--- config.mk ---
export PLATFORM = sky130hd
export DESIGN_NAME = wb_arbiter
export DESIGN_NICKNAME = d
export VERILOG_FILES = /design/src/rtl/wb_arbiter.sv
export SDC_FILE = /design/constraint.sdc
export NUM_CORES = 1
export LEC_CHECK = 0
export CORE_MARGIN = 2
export CORE_UTILIZATION = 47
export CTS_BUF_LIST = sky130_fd_sc_hd__clkbuf_8
export DETAILED_ROUTE_END_ITERATION = 8
export PLACE_DENSITY = 0.8
export SYNTH_ARGS = -nofsm -noshare
export SYNTH_HDL_FRONTEND = slang
export SYNTH_SLANG_ARGS = --single-unit
--- constraint.sdc ---
create_clock -name clk_in -period 2 [get_ports clk_in]
set_input_delay 0.2 -clock clk_in [delete_from_list [all_inputs] [get_ports clk_in]]
set_output_delay 0.2 -clock clk_in [all_outputs]
set_load 0.05 [all_outputs]
--- src/rtl/wb_arbiter.sv ---
// Register-file write-port arbiter: ALU results vs. a 2-entry in-order load FIFO.
// Optional starvation guard (forced FIFO drain with ALU stall) under WB_STARVE_GUARD_EN.
module wb_arbiter #(
    parameter int STARVE_LIMIT = 4
) (
    input  logic        clk_in,
    input  logic        rst_in,
    input  logic        aluValid_in,
    input  logic [4:0]  aluIdx_in,
    input  logic [31:0] aluData_in,
    input  logic        ldValid_in,
    input  logic [4:0]  ldIdx_in,
    input  logic [31:0] ldData_in,
    output logic        ldReady_out,
    output logic        aluStall_out,
    output logic        writeE_out,
    output logic [4:0]  writeIdx_out,
    output logic [31:0] writeData_out
);

    typedef struct packed {
        logic [4:0]  idx;
        logic [31:0] data;
    } wb_ent_t;

    if (STARVE_LIMIT < 2 || STARVE_LIMIT > 15) begin : g_bad_limit
        $error("wb_arbiter: STARVE_LIMIT out of range 2..15");
    end

    wb_ent_t    fifo_q [2];
    logic       head_q;
    logic [1:0] count_q;
    logic [1:0] count_d;
    logic       tail;

    logic       ld_acc;
    logic       ld_live;
    logic       alu_live;
    logic       drain;
    logic       deq;
    logic       enq;
    logic       direct;
    logic       sel_we;
    wb_ent_t    sel_ent;
    logic       stall_d;

    assign ldReady_out = rst_in & ~count_q[1];
    assign ld_acc      = ldValid_in & ldReady_out;
    // Index-0 results are dropped here, but the load handshake still completes.
    assign ld_live     = ld_acc & (|ldIdx_in);
    assign alu_live    = aluValid_in & (|aluIdx_in);
    assign tail        = head_q ^ count_q[0];

    always_comb begin
        sel_we  = 1'b0;
        sel_ent = fifo_q[head_q];
        deq     = 1'b0;
        direct  = 1'b0;
        if (drain) begin
            deq    = (count_q != 2'd0);
            sel_we = deq;
        end else if (alu_live) begin
            sel_we  = 1'b1;
            sel_ent = '{idx: aluIdx_in, data: aluData_in};
        end else if (count_q != 2'd0) begin
            deq    = 1'b1;
            sel_we = 1'b1;
        end else if (ld_live) begin
            direct  = 1'b1;
            sel_we  = 1'b1;
            sel_ent = '{idx: ldIdx_in, data: ldData_in};
        end
    end

    assign enq     = ld_live & ~direct;
    assign count_d = count_q + {1'b0, enq} - {1'b0, deq};

`ifdef WB_STARVE_GUARD_EN
    typedef enum logic {
        NORMAL,
        DRAIN
    } state_t;

    state_t     state_q;
    state_t     state_d;
    logic [3:0] starve_q;
    logic [3:0] starve_d;

    assign drain = (state_q == DRAIN);

    always_ff @(posedge clk_in or negedge rst_in) begin
        if (!rst_in) begin
            state_q  <= NORMAL;
            starve_q <= '0;
        end else begin
            state_q  <= state_d;
            starve_q <= starve_d;
        end
    end

    always_comb begin
        state_d  = state_q;
        starve_d = starve_q;
        stall_d  = aluStall_out;
        if (state_q == DRAIN) begin
            starve_d = '0;
            if (count_d == 2'd0) begin
                state_d = NORMAL;
                stall_d = 1'b0;
            end
        end else if (deq) begin
            starve_d = '0;
        end else if (count_q != 2'd0) begin
            starve_d = starve_q + 4'd1;
            if (starve_d == 4'(STARVE_LIMIT)) begin
                state_d = DRAIN;
                stall_d = 1'b1;
            end
        end
    end
`else
    assign drain   = 1'b0;
    assign stall_d = 1'b0;
`endif

    always_ff @(posedge clk_in or negedge rst_in) begin
        if (!rst_in) begin
            writeE_out    <= 1'b0;
            writeIdx_out  <= '0;
            writeData_out <= '0;
            aluStall_out  <= 1'b0;
            count_q       <= '0;
            head_q        <= 1'b0;
            fifo_q[0]     <= '0;
            fifo_q[1]     <= '0;
        end else begin
            writeE_out   <= sel_we;
            aluStall_out <= stall_d;
            count_q      <= count_d;
            if (sel_we) begin
                writeIdx_out  <= sel_ent.idx;
                writeData_out <= sel_ent.data;
            end
            if (deq) head_q <= ~head_q;
            if (enq) fifo_q[tail] <= '{idx: ldIdx_in, data: ldData_in};
        end
    end

endmodule

==> results.sh, run 1 <==
export IMPL_status="finished clean"
export IMPL_leakagePower_nw=3.13
export IMPL_dp_cells=664
export IMPL_synth_warnings=0
export IMPL_core_area_um2=11300
export IMPL_wl_met1_mm=5.66
export IMPL_drtIter0Drc=143
export IMPL_critPathKind="input pin to register"
export IMPL_cts_buffer_depth=2
export IMPL_multi_input_area_um2=2370
export IMPL_firstDrtPassIters=6
export IMPL_yosysSeqAreaShare=0.531
export IMPL_met3_length_um=540
export IMPL_vdd_drop_max_mv=0.993
export IMPL_worstMarginPinSlew_ns=0.708
export IMPL_antenna_cells=0
export IMPL_power_mw=11.9
export IMPL_portBuffers=116
export IMPL_cts_buffers=17
export IMPL_routed_wl_mm=13.4
export IMPL_wire_per_inst_um=19.2
export IMPL_gp_congestion=0.776
export IMPL_syn_nets=484
export IMPL_antenna_found_initial=0
export IMPL_critPathMaxFanout=4
export IMPL_synth_top_flop_cell="dfrtp_1"
export IMPL_n_fill_cell=857
export IMPL_cp_slowest_cell="or4_4"
export IMPL_die_h_um=111
export IMPL_finalNetCount=622
export IMPL_synth_edf_count=0
export IMPL_dieArea_um2=12400
export IMPL_report_final_slew_viol_count=0
export IMPL_ant_nets=0
export IMPL_max_freq_ghz=0.527
export IMPL_worstPathArrival_ns=2.24
export IMPL_synthArstFlopShare=1.00
export IMPL_setup_viol=0
export IMPL_max_slew_margin_rel=0.528
export IMPL_netlist_area_um2=5420
export IMPL_hpwl_mm=9.11
export IMPL_crit_buf_inv=2
export IMPL_drc=0
export IMPL_grt_start_max_net_pins=61
export IMPL_die_w_um=111
export IMPL_critPathTopFamily="simple AND/OR/NAND/NOR gates"
export IMPL_final_layout_size_suffix_gt1_frac=0.307
export IMPL_cts_tree="built"
export IMPL_hold_viol_final=0
export IMPL_hold_class="input pin to register"
export IMPL_path_cells="clkdlybuf4s50_1 > or4_4 > o21a_2 > nor2_2 > ha_1 > inv_1 > ha_1 > xnor2_1 > xnor2_1"
export IMPL_critical_path_max_stage_delay_ns=0.54
export IMPL_period_minus_slack_ns=1.90
export IMPL_rsz0062_at_grt="no"
export IMPL_cp_end_kind="register"
export IMPL_num_rows=39
export IMPL_grt_pass1_wl_mm=22.3
export IMPL_clk_pin_slew_worst_paths_ns=0.07
export IMPL_clk_latency_ns=0.42
export IMPL_start_kind="input pin"
export IMPL_final_cells=697
export IMPL_met2_length_mm=6.84
export IMPL_top_layer_used="met4"
export IMPL_clock_sinks=115
export IMPL_avgSynthCellArea_um2=13.4
export IMPL_grt_overflow_total=0
export IMPL_cts_max_level=4
export IMPL_regArea_um2=2880
export IMPL_synthDistinctLibCells=37
export IMPL_area_growth_pct=36.1
export IMPL_finClkSkew_ns=0.00754
export IMPL_io_pins=118
export IMPL_fin_crit_sh=0.948
export IMPL_drv_cap=0
export IMPL_mostFrequentLayoutCells="114 x dfrtp_1, 114 x clkdlybuf4s50_1, 75 x mux2_2, 38 x nand2_1, 34 x o221ai_1"
export IMPL_clockRootBuffer="clkbuf_8"
export IMPL_via_count=3984
export IMPL_syn_instance_count=404
export IMPL_ys_ff_latch=115
export IMPL_whs_ns=0.319
export IMPL_critPathRequiredTime_ns=2.34
export IMPL_final_core_utilization=0.651
export IMPL_grt_pass1_vias=4359
export IMPL_via_per_inst=5.72
export IMPL_powerDensity_nw_per_um2=1610
export IMPL_floorplan_initialDensity=0.479
export IMPL_grt_usage=0.228
## per-layer routing
| layer | global-route usage | vias up |
|---|---|---|
| met5 | 0 | - |
| met4 | 0.102 | 0 |
| met3 | 0.0506 | 26 |
| met2 | 0.384 | 110 |
| met1 | 0.282 | 2055 |
| li1 | - | 1793 |
## tightest hold or removal path, stage by stage
cell             delay [ns]
clkdlybuf4s50_1        0.40
nand2_1                0.05
a2bb2oi_1              0.05
## repair_timing
action | CTS | global route
setup endpoints to repair | 0 | 1
resized for setup | 0 | 2
setup buffers | 0 | 0
hold endpoints to repair | 58 | 32
## registers in the layout (all words and copies together) (netlist names)
signal	count
writeIdx_out	5
writeE_out	1
head_q	1
writeData_out	32
count_q	2
fifo_q	74
## Yosys cell counts, types with 5 or more instances
cell	number	share of area
o221ai_1	34	0.055
buf_2	10	0.0092
a2bb2oi_1	32	0.052
dfrtp_1	115	0.53
mux2_4	20	0.055
nand2_1	38	0.026
mux2_1	14	0.029
nor2_1	5	0.0035
mux2_2	75	0.16
buf_6	6	0.012
clkbuf_1	13	0.0090
o21ai_0	7	0.0065
## per-stage QoR
step | worst slack [ns] | instance area [um2] | setup TNS [ns]
2_1_floorplan | -0.0842 | 5440 | -0.0842
3_3_place_gp | -0.300 | 6910 | -24.69
3_5_place_dp | -0.356 | 6910 | -27.40
4_1_cts | 0.0886 | 7340 | 0
5_1_grt | 0.0156 | 7370 | 0
6_report | 0.104 | 7370 | 0
## worst paths after layout
kind                                 from           endpoint  slack, ns  cells after the start
min in group asynchronous          rst_in   writeData_out[7]       0.36                      3
max in group asynchronous          rst_in   writeData_out[0]       0.58                      4
min                        aluData_in[12]  writeData_out[12]       0.32                      3
max                          aluIdx_in[1]         count_q[1]       0.10                      9
max reg2reg                        head_q         fifo_q[40]       0.12                      5
min reg2reg                    fifo_q[34]         fifo_q[34]       0.48                      1
## where the power goes
group,total [mW],switching [mW],internal (mW)
Combinational,5.45,2.79,2.66
Sequential,4.12,0.668,3.45
Clock,2.31,0.906,1.40
Total,11.9,4.36,7.51
## cell type report
type                       instances  area share
timing repair buffer             150       0.204
inverter                           3     0.00153
tap                              143      0.0243
clock buffer                      19      0.0355
multi-input combinational        255       0.322
sequential                       115       0.391
clock inverter                    12      0.0224
## logic make-up (layout without fill, tap and decap cells)
family                   after synthesis  count (layout)  synth area share
flip-flops                           115             115             0.531
adder cells (fa/ha/maj)                2               2           0.00462
AO/OA/AOI/OAI                         86              86             0.137
multiplexers                         111             111             0.244
other                                  1               1          0.000692
AND/OR/NAND/NOR                       52              52            0.0427
buffers and inverters                 34             184            0.0349
XOR/XNOR                               3               3           0.00485
Power figures use the tool's default switching activity.
==> run 2, diff against run 1 <==
--- a/config.mk
+++ b/config.mk
@@ -10,6 +10,7 @@
 export CTS_BUF_LIST = sky130_fd_sc_hd__clkbuf_8
 export DETAILED_ROUTE_END_ITERATION = 8
 export PLACE_DENSITY = 0.8
+export SKIP_LAST_GASP = 1
 export SYNTH_ARGS = -nofsm -noshare
 export SYNTH_HDL_FRONTEND = slang
 export SYNTH_SLANG_ARGS = --single-unit
==> constraint.sdc (replaced) <==
create_clock -name clk_in -period 1.7 [get_ports clk_in]
set_input_delay 0.17 -clock clk_in [delete_from_list [all_inputs] [get_ports clk_in]]
set_output_delay 0.17 -clock clk_in [all_outputs]
set_load 0.05 [all_outputs]
==> run 2 against run 1 <==
  * The flow now finishes with violations (negative hold slack, negative setup slack)
  * Hold slack got worse by 0.46 ns
  * Die area did not move
  * Worst setup slack got worse by 0.29 ns
  * Routed wire length rose by 19%
  * Sequential share of layout area fell by 3.4 points
  * Sequential power rose by 17%
  * Cell count rose by 4.9%
  * Critical path type is now register to register
  * Largest power group unchanged
==> results.sh, run 2 (synthesis results as in run 1) <==
export IMPL_gp_congestion=0.792
export IMPL_vdd_drop_max_mv=0.968
export IMPL_layout_commonest_cell="dfrtp_1"
export IMPL_dp_cells=668
export IMPL_cts_max_level=4
export IMPL_report_final_slew_viol_count=0
export IMPL_setup_viol=98
export IMPL_antenna_cells=0
export IMPL_status="finished with violations"
export IMPL_max_freq_ghz=0.530
export IMPL_dieArea_um2=12400
export IMPL_num_rows=39
export IMPL_largest_register_ffs=74
export IMPL_portBuffers=116
export IMPL_core_area_um2=11300
export IMPL_path_cells="nor3b_4 > o21ai_4 > a211oi_4 > buf_6 > buf_12 > clkbuf_16 > mux2_2"
export IMPL_seqPwrFrac=0.332
export IMPL_fin_crit_sh=1.11
export IMPL_die_w_um=111
export IMPL_clock_sinks=115
export IMPL_regMostFlops="fifo_q"
export IMPL_hold_viol_final=43
export IMPL_worstPathArrival_ns=2.19
export IMPL_via_count=4209
export IMPL_drtIter0Drc=199
export IMPL_r2r_start="head_q"
export IMPL_finClkSkew_ns=0.0115
export IMPL_cts_tree="built"
export IMPL_power_frac_comb=0.503
export IMPL_critPathMaxFanout=4
export IMPL_violations="negative hold slack, negative setup slack"
export IMPL_whs_ns=-0.137
export IMPL_cp_slowest_cell="dfrtp_2"
export IMPL_p_int_mw=8.98
export IMPL_grt_usage=0.240
export IMPL_fin_ws_ns=-0.188
export IMPL_grt_use_met3=0.0533
export IMPL_place_area_um2=6920
export IMPL_max_slew_margin_rel=0.394
export IMPL_drv_cap=0
export IMPL_grt_pass1_wl_mm=23.5
export IMPL_grt_util_met2=0.426
export IMPL_ant_nets=0
export IMPL_die_h_um=111
export IMPL_worstMarginPinSlew_ns=0.910
export IMPL_routed_wl_mm=15.9
export IMPL_grtUsageMet1=0.284
export IMPL_fin_area_um2=8080
export IMPL_floorplan_initialDensity=0.479
export IMPL_globalRoute_busiestLayer="met2"
export IMPL_final_layout_size_suffix_gt1_frac=0.412
export IMPL_grt_overflow_total=0
export IMPL_finalNetCount=655
export IMPL_io_pins=118
export IMPL_mostFrequentLayoutCells="113 x dfrtp_1, 68 x clkdlybuf4s50_1, 64 x mux2_2, 44 x mux2_4, 43 x dlygate4sd2_1"
export IMPL_crit_path_start="head_q"
export IMPL_top_regs="fifo_q (74), writeData_out (32), writeIdx_out (5)"
export IMPL_cts_buffers=17
export IMPL_drc=0
export IMPL_powerDensity_nw_per_um2=1810
export IMPL_hpwl_mm=9.38
export IMPL_dp_slack_ns=-0.685
export IMPL_clockRootBuffer="clkbuf_8"
export IMPL_grt_start_max_net_pins=73
export IMPL_clk_pin_slew_worst_paths_ns=0.07
export IMPL_firstDrtPassIters=4
export IMPL_final_cells=731
export IMPL_wire_per_inst_um=21.8
export IMPL_area_growth_pct=49.1
export IMPL_period_minus_slack_ns=1.89
export IMPL_clk_latency_ns=0.42
export IMPL_critPathRequiredTime_ns=2.00
export IMPL_via_per_inst=5.76
export IMPL_p_sw_mw=5.60
export IMPL_critPathKind="register to register"
export IMPL_p_clk_frac=0.164
export IMPL_grt_pass1_vias=4472
export IMPL_p_sw_frac=0.384
export IMPL_r2r_setup_slack_ns=-0.19
export IMPL_critical_path_max_stage_delay_ns=0.44
export IMPL_hold_class="input pin to async pin"
export IMPL_cts_buffer_depth=2
export IMPL_antenna_found_initial=0
export IMPL_start_kind="register"
export IMPL_cp_end_kind="register"
export IMPL_rsz0062_at_grt="yes"
export IMPL_leakagePower_nw=3.54
[run 2: cell types whose count changed in the layout (fill, tap and decap cells not counted), moves of 4 or more]
cell / before / now
buf_16: 0 / 4
buf_4: 28 / 34
buf_6: 0 / 13
clkbuf_16: 0 / 7
clkdlybuf4s50_1: 114 / 68
dlygate4sd2_1: 0 / 43
mux2_1: 14 / 1
mux2_2: 75 / 64
mux2_4: 20 / 44
o221ai_1: 34 / 23
o221ai_2: 0 / 8
[run 2: path summary, 6_finish.rpt]
| path | to | cells after the start |
|---|---|---|
| setup / recovery | fifo_q[57] | 7 |
| max in group asynchronous | count_q[0] | 3 |
| hold reg to reg | fifo_q[21] | 1 |
| setup reg to reg | fifo_q[57] | 7 |
| min in group clk_in | writeIdx_out[3] | 3 |
| hold / removal | fifo_q[18] | 2 |
[run 2: metrics by stage]
step / total power [mW] / TNS, ns / util
6_report: 14.6 / -9.26 / 0.714
5_1_grt: 15.2 / -12.20 / 0.714
4_1_cts: 13.7 / -7.86 / 0.668
3_5_place_dp: 11.3 / -62.12 / 0.612
3_3_place_gp: 11.0 / -56.69 / 0.612
2_1_floorplan: 9.21 / -9.31 / -
[run 2: layout make-up]
type                    instances  area, um2
repair buffers                183       1980
multi-input cells             255       2650
clock inverters                11       86.3
well taps                     143        179
inverters                       3       11.3
flip-flops and latches        115       2880
fillers                       751       3240
clock buffers                  21        289
[run 2: power by group through the flow]
stage                     Clock [mW]  Combinational, mW  Sequential, mW
after floorplan                    0               3.18            6.03
after detailed placement           0               6.44            4.82
final                           2.40               7.34            4.84
after global routing            2.53               7.69            5.01
after global placement             0               6.28            4.71
after CTS                       2.44               6.50            4.79
[run 2: critical path, delay by kind of cell (launching register included)]
| family | cells | cell delay, ns |
|---|---|---|
| simple gates | 1 | 0.24 |
| mux | 1 | 0.32 |
| compound gates | 2 | 0.35 |
| flops | 1 | 0.44 |
| buf+inv | 3 | 0.42 |
[run 2: metal layers]
| layer | share of wire | up-vias |
|---|---|---|
| met1 | 0.41 | 2189 |
| met5 | 0 | - |
| met4 | 0.026 | 0 |
| li1 | - | 1871 |
| met3 | 0.035 | 29 |
| met2 | 0.53 | 120 |
[run 2: repair_timing]
item / 4_1_cts / 5_1_grt
cloned: 4 / 9
setup buffers: 11 / 8
endpoints found under the hold margin: 43 / 43
endpoints found under the setup margin: 146 / 108
gates resized for setup: 78 / 54
pin swaps: 7 / 5
